--- src/rtl/hazard_scoreboard.sv ---
// Pipeline hazard scoreboard: load-use, branch, mul/div and memory-wait stalls,
// operand forwarding selects, a mul/div occupancy tracker and a stall counter.
module hazard_scoreboard #(
  parameter int unsigned REG_AW = 5,
  parameter int unsigned MD_LAT = 8,
  parameter int unsigned PERF_W = 16
) (
  input  logic              clk,
  input  logic              rst,
  input  logic [REG_AW-1:0] DE_Rs,
  input  logic [REG_AW-1:0] DE_Rt,
  input  logic [REG_AW-1:0] DE_RDest,
  input  logic [REG_AW-1:0] EX_Rs,
  input  logic [REG_AW-1:0] EX_Rt,
  input  logic [REG_AW-1:0] EX_RDest,
  input  logic [REG_AW-1:0] ME_RDest,
  input  logic [REG_AW-1:0] WB_RDest,
  input  logic              DE_C_Branch,
  input  logic              DE_C_MultiCycle,
  input  logic              EX_C_Load,
  input  logic              EX_C_WriteReg,
  input  logic              ME_C_Load,
  input  logic              ME_C_WriteReg,
  input  logic              WB_C_WriteReg,
  input  logic              ME_C_MemReady,
  output logic              IF_C_StallPC,
  output logic              IF_C_StallOutput,
  output logic              DE_C_FlushOutput,
  output logic              EX_C_StallPipe,
  output logic [1:0]        DE_C_ForwardA,
  output logic [1:0]        DE_C_ForwardB,
  output logic [1:0]        EX_C_ForwardA,
  output logic [1:0]        EX_C_ForwardB,
  output logic              MD_C_Busy,
  output logic              MD_C_Done,
  output logic [REG_AW-1:0] MD_RDest,
  output logic [PERF_W-1:0] PerfStallCount
);

  typedef enum logic [1:0] {StIdle, StBusy, StDone} md_state_e;

  localparam logic [7:0] CountInit = 8'(MD_LAT - 1);

  md_state_e         state_q, state_d;
  logic [7:0]        count_q, count_d;
  logic [REG_AW-1:0] md_rdest_q, md_rdest_d;
  logic [PERF_W-1:0] perf_q, perf_d;

  logic lw_stall, branch_stall, md_stall, mem_stall, hazard_stall, stall_any, md_issue;

  // Register 0 never produces a match.
  function automatic logic hit(input logic [REG_AW-1:0] src, input logic [REG_AW-1:0] dst);
    return (dst != '0) && (src == dst);
  endfunction

  function automatic logic [1:0] fwd_sel(
    input logic [REG_AW-1:0] src,
    input logic              md_done,
    input logic [REG_AW-1:0] md_rd,
    input logic              me_wr,
    input logic [REG_AW-1:0] me_rd,
    input logic              wb_wr,
    input logic [REG_AW-1:0] wb_rd
  );
    if (md_done && hit(src, md_rd))      return 2'b11;
    else if (me_wr && hit(src, me_rd))   return 2'b10;
    else if (wb_wr && hit(src, wb_rd))   return 2'b01;
    else                                 return 2'b00;
  endfunction

  assign MD_C_Busy = (state_q != StIdle);
  assign MD_C_Done = (state_q == StDone);
  assign MD_RDest  = md_rdest_q;
  assign PerfStallCount = perf_q;

  assign lw_stall     = EX_C_Load & (hit(DE_Rs, EX_RDest) | hit(DE_Rt, EX_RDest));
  assign branch_stall = DE_C_Branch &
                        ((EX_C_WriteReg & (hit(DE_Rs, EX_RDest) | hit(DE_Rt, EX_RDest))) |
                         (ME_C_Load & (hit(DE_Rs, ME_RDest) | hit(DE_Rt, ME_RDest))));
  assign md_stall     = MD_C_Busy & ~MD_C_Done &
                        (hit(DE_Rs, md_rdest_q) | hit(DE_Rt, md_rdest_q) |
                         hit(DE_RDest, md_rdest_q) | DE_C_MultiCycle);
  assign mem_stall    = ~ME_C_MemReady;
  assign hazard_stall = lw_stall | branch_stall | md_stall;
  assign stall_any    = hazard_stall | mem_stall;
  assign md_issue     = DE_C_MultiCycle & ~stall_any;

  assign IF_C_StallPC     = stall_any;
  assign IF_C_StallOutput = stall_any;
  // A memory wait freezes the whole pipe, so a bubble must not be injected.
  assign DE_C_FlushOutput = hazard_stall & ~mem_stall;
  assign EX_C_StallPipe   = mem_stall;

  assign DE_C_ForwardA = fwd_sel(DE_Rs, MD_C_Done, md_rdest_q, ME_C_WriteReg, ME_RDest,
                                 WB_C_WriteReg, WB_RDest);
  assign DE_C_ForwardB = fwd_sel(DE_Rt, MD_C_Done, md_rdest_q, ME_C_WriteReg, ME_RDest,
                                 WB_C_WriteReg, WB_RDest);
  assign EX_C_ForwardA = fwd_sel(EX_Rs, MD_C_Done, md_rdest_q, ME_C_WriteReg, ME_RDest,
                                 WB_C_WriteReg, WB_RDest);
  assign EX_C_ForwardB = fwd_sel(EX_Rt, MD_C_Done, md_rdest_q, ME_C_WriteReg, ME_RDest,
                                 WB_C_WriteReg, WB_RDest);

  always_comb begin
    state_d    = state_q;
    count_d    = count_q;
    md_rdest_d = md_rdest_q;
    unique case (state_q)
      StIdle: begin
        if (md_issue) begin
          state_d    = StBusy;
          count_d    = CountInit;
          md_rdest_d = DE_RDest;
        end
      end
      StBusy: begin
        if (!mem_stall) begin
          if (count_q == 8'd1) state_d = StDone;
          else                 count_d = count_q - 8'd1;
        end
      end
      StDone: begin
        // Back-to-back issue: the next op can start as the result retires.
        if (!mem_stall) begin
          if (md_issue) begin
            state_d    = StBusy;
            count_d    = CountInit;
            md_rdest_d = DE_RDest;
          end else begin
            state_d = StIdle;
          end
        end
      end
      default: state_d = StIdle;
    endcase
  end

  always_comb begin
    perf_d = perf_q;
    if (stall_any && (perf_q != '1)) perf_d = perf_q + {{(PERF_W-1){1'b0}}, 1'b1};
  end

  always_ff @(posedge clk or posedge rst) begin
    if (rst) begin
      state_q    <= StIdle;
      count_q    <= 8'd0;
      md_rdest_q <= '0;
      perf_q     <= '0;
    end else begin
      state_q    <= state_d;
      count_q    <= count_d;
      md_rdest_q <= md_rdest_d;
      perf_q     <= perf_d;
    end
  end

endmodule
--- config.mk ---
export PLATFORM = sky130hd
export DESIGN_NAME = hazard_scoreboard
export DESIGN_NICKNAME = d
export VERILOG_FILES = /design/src/rtl/hazard_scoreboard.sv
export SDC_FILE = /design/constraint.sdc
export NUM_CORES = 1
export LEC_CHECK = 0
export CAP_MARGIN = 20
export CELL_PAD_IN_SITES_DETAIL_PLACEMENT = 0
export CELL_PAD_IN_SITES_GLOBAL_PLACEMENT = 2
export CORE_UTILIZATION = 33
export DETAILED_ROUTE_END_ITERATION = 10
export DONT_BUFFER_PORTS = 1
export PLACE_DENSITY_LB_ADDON = 0.15
export SLEW_MARGIN = 20
export SYNTH_ARGS = -nofsm -noshare
export SYNTH_HDL_FRONTEND = slang
export SYNTH_SLANG_ARGS = --single-unit
--- constraint.sdc ---
create_clock -name clk -period 3 [get_ports clk]
set_clock_uncertainty 0.2 [all_clocks]
set_input_delay 0.75 -clock clk [delete_from_list [all_inputs] [get_ports clk]]
set_output_delay 0.75 -clock clk [all_outputs]
set_load 0.02 [all_outputs]
==> impl.org <==
** Run status
- Result of the run :: complete, no violations

** Timing
- Fmax achieved :: 338.1 MHz
- Setup violations remaining at the end of the flow were counted as 0.
- Setup repair after global routing could not meet its margin everywhere.
- On the final layout, the worst hold slack is 0.1812 ns.
- Worst-Margin Slew :: 0.5107 ns
- Number of hold-slack violations in the final timing report :: 0
- Share of the cycle needed by the critical path after routing :: 98.59%
- The clock period could shrink to 2.958 ns.
- Final-layout setup total negative slack :: 0 ns
- Across all setup checks in the final design, the least slack found is 0.04244 ns.
- The number of slew-limit violations in the final report came to 0.
- Max_slew headroom :: 65.92%

** Power and ir drop
- Seq pwr share :: 37.5%
- Summed over all nets, the switching power comes to 1.084 mW.
- The worst-case IR drop observed on VDD is 0.3655 mV.
- Clock Power Share :: 13.9%
- In this run the static leakage power is 1.268 nW.
- Final Total Pwr :: 2.427 mW
- Internal power comes to 1.343 mW.
- In this run the power density over the cells is 758.4 mW/mm^2.
- Of the total power, the share spent switching nets is 44.66%.
- Combinational logic is responsible for 48.7% of the overall power.

** Global routing
- Entering global routing, the biggest net connects 20 pins.
- Global routing finished with a remaining overflow of 0.
- Vias in the first global route :: 2308
- In the global route stage, overall resource usage came out at 18.13%.
- Number of antenna violations at the first check in global routing :: 0
- The first global-routing pass estimated 12.14 mm of wire.

** Critical path
- The worst register-to-register path begins at MD_RDest[3].
- The critical path starts at EX_RDest[3].
- Top cell family by delay on the critical path :: simple AND/OR/NAND/NOR gates
- In this run the worst path has a maximum fanout of 3.
- The critical path in this run is classified as in2out.
- The worst setup path is launched from an input port.
- Traced cell by cell, the critical path runs through or4_4 -> nor2_2 -> a211oi_4 -> nor4_4 -> inv_1 -> buf_6.
- Arrival time worst endpoint :: 2.01 ns
- STA puts the critical path data required time at 2.05 ns.
- Type of element capturing the critical path :: primary output
- For this run, the slowest stage of the critical path takes 0.52 ns.
- Crit-path slowest cell :: sky130_fd_sc_hd__or4_4
- Crit path buffers/inverters :: 2

** Logic synthesis
- Summing the areas of all and, or, nand and nor instances in the mapped netlist gives 24.36% of the synthesized area.
- Post-synthesis register bit count :: 31
- Sequential element share of the synthesized area :: 28.49%
- Complex-gate fraction of the synthesized area :: 9.743%
- The portion of synthesized area spent on multiplexers is 1.654%.
- By area the synthesized netlist is led by sky130_fd_sc_hd__dfrtp_1 28%, sky130_fd_sc_hd__xor2_1 16%, sky130_fd_sc_hd__xnor2_1 12%, sky130_fd_sc_hd__nand2_1 4.4%, sky130_fd_sc_hd__nand3_1 4.2%.
- Netlist cell types :: 46
- Synth top area share :: 28.49%
- Largest family of logic cells by synthesized area :: XOR/XNOR gates
- Syn Std Cell Area :: 0.002723 mm^2
- Of all cell types, the one taking the most synthesized area is sky130_fd_sc_hd__dfrtp_1.
- EDFF count, synth :: 0
- Average cell area after synthesis :: 8.589 um^2
- After Yosys synthesis, XOR and XNOR cells account for 27.67% of the synthesized area.
- Of the total synthesized cell area, the portion taken by full adders, half adders and majority gates is 1.746%.
- Mapped Cells :: 317
- Synthesis produced a netlist with a net count of 370.
- In the synthesized netlist the dominant register cell turns out to be sky130_fd_sc_hd__dfrtp_1.
- In the synthesized netlist, the cells that appear most often are 49 x sky130_fd_sc_hd__xor2_1, 37 x sky130_fd_sc_hd__xnor2_1, 32 x sky130_fd_sc_hd__nand2_1.
- Most numerous cell in the Yosys netlist :: sky130_fd_sc_hd__xor2_1
- Fraction of registers with async set/reset :: 100.0%
- Number of warnings issued by yosys :: 0

** Final layout
- The finished cells cover 0.003201 mm^2.
- 0 antenna diodes ended up in the layout.
- Number of nets in the layout :: 398
- Final std cells w/o fill :: 447
- Area growth from synthesis to layout :: 17.56%
- Cells with a size suffix above 1 make up 22.90% of the layout.
- Cells fill 40.78% of the core in the end.
- Fill cells in the final layout number 838.

** Floorplan
- For this design the top-level I/O count stands at 85.
- After floorplanning, the core was sized to cover 0.007848 mm^2.
- Cell row count :: 32
- Die width :: 92.83 um
- Once the floorplan was initialized, standard cells occupied 34.69% of the core.
- Die outline area :: 0.008617 mm^2
- Die Ht :: 92.83 um

** Routing
- In the routed design, unresolved DRC markers number 0.
- The final layout contains routed wiring with a total length of 7.685 mm.
- Vias :: 2355
- Number of detailed-route iterations in the first pass :: 4
- Avg WL per Cell :: 17.19 um
- Antenna-violating nets left :: 0
- In this run, the number of DRC markers left after iteration 0 of detailed routing was 80.
- Detail-routed via count per cell :: 5.268

** Clock network
- Number of buffers on the longest clock path :: 2
- Clock insertion delay at the later pin of the skew report :: 0.28 ns
- The tree is rooted in a sky130_fd_sc_hd__clkbuf_8.
- Buffers inserted to repair hold after CTS numbered 0.
- H-tree levels :: 2
- Cts bufs inserted :: 5
- After clock tree synthesis, the clock-pin slew on the worst setup and hold paths is 0.07 ns.
- CTS tree :: built
- Counting every sink on the clock net gives 31.

** Place
- Post-Place Setup Slack :: -0.06732 ns
- The wire-length estimate of the detail-placed layout is 5.944 mm.
- IO buf count :: 0
- Including well taps, the total number of placed cells is 431.
- Post-place instance area :: 0.002973 mm^2
- Gpl congestion :: 0.8040

** Worst hold path
- The min-delay analysis places its worst path in the category in2async.

** Run
- Max-cap violations :: 0
final cells by class:
cell class / instances / area [um^2] / share of cell area [%]
clock buffer: 6 / 82.58 / 2.580
sequential: 31 / 782.0 / 24.43
multi-input combinational: 255 / 1836 / 57.35
timing repair buffer: 44 / 337.8 / 10.56
inverter: 8 / 30.03 / 0.9382
clock inverter: 1 / 5.005 / 0.1564
tap: 102 / 127.6 / 3.987
sequential cells by signal, summed over array words and instances (netlist names):
register,cells
PerfStallCount,16
count_q,8
MD_RDest,5
state_q,2
logic make-up (layout without fill, tap and decap cells):
group	after synthesis	count (layout)
xor gates and xnor gates	86	86
DFF	31	31
AOI/OAI and AO/OA	37	37
buffers and inverters	31	59
muxes	4	4
and+or+nand+nor	124	124
adders and majority gates	4	4
final timing paths:
path	depth (start not counted)	endpoint	slack (ns)
setup / recovery	6	IF_C_StallOutput	0.04
hold / removal	1	PerfStallCount[0]	0.18
setup reg to reg	9	PerfStallCount[9]	0.31
hold reg to reg	1	count_q[3]	0.36
max in group asynchronous	2	MD_RDest[0]	1.75
min in group clk	1	count_q[3]	0.36
cell usage in the layout (no fill, tap or decap), drive strengths merged, types with 3 or more instances in the layout:
master | Yosys | routed
a21oi | 3 | 3
a31oi | 3 | 3
buf | 15 | 44
clkbuf | 8 | 6
dfrtp | 31 | 31
ha | 3 | 3
inv | 8 | 8
mux2 | 4 | 4
nand2 | 32 | 32
nand3 | 23 | 23
nand4 | 4 | 4
nor2 | 13 | 13
nor2b | 4 | 4
nor3 | 18 | 18
nor4 | 18 | 18
o21ai | 13 | 13
o22ai | 3 | 3
or4 | 4 | 4
xnor2 | 37 | 37
xor2 | 49 | 49
routing by layer:
| layer | global-route usage [%] | up-vias | share of wire [%] |
|---|---|---|---|
| met5 | 0 | - | 0 |
| met4 | 3.462 | 0 | 0.60 |
| met3 | 4.269 | 4 | 7.0 |
| met2 | 31.50 | 68 | 48 |
| met1 | 22.84 | 1131 | 44 |
| li1 | - | 1152 | - |
power by group through the flow:
stage	sequential, mW	combinational (mW)	clock [mW]
after floorplan	0.840	0.850	0
after global placement	0.928	1.03	0
after detailed placement	0.927	1.03	0
after CTS	0.926	1.06	0.355
after global routing	0.950	1.30	0.369
final	0.909	1.18	0.337
worst reg2reg max path, stage by stage (launching register included):
cell                      delay [ns]
sky130_fd_sc_hd__dfrtp_2        0.49
sky130_fd_sc_hd__xor2_1         0.18
sky130_fd_sc_hd__nor3_1         0.24
sky130_fd_sc_hd__a31oi_2        0.16
sky130_fd_sc_hd__a31oi_4        0.19
sky130_fd_sc_hd__buf_4          0.15
sky130_fd_sc_hd__nor4_4         0.04
sky130_fd_sc_hd__buf_4          0.16
sky130_fd_sc_hd__nor4b_1        0.40
sky130_fd_sc_hd__mux2_2         0.38
what timing repair did:
item	CTS	global route
setup buffers	0	9
endpoints found under the setup margin	5	6
resized for setup	8	14
pin swaps	2	5
(Power assumes the default switching activity.)
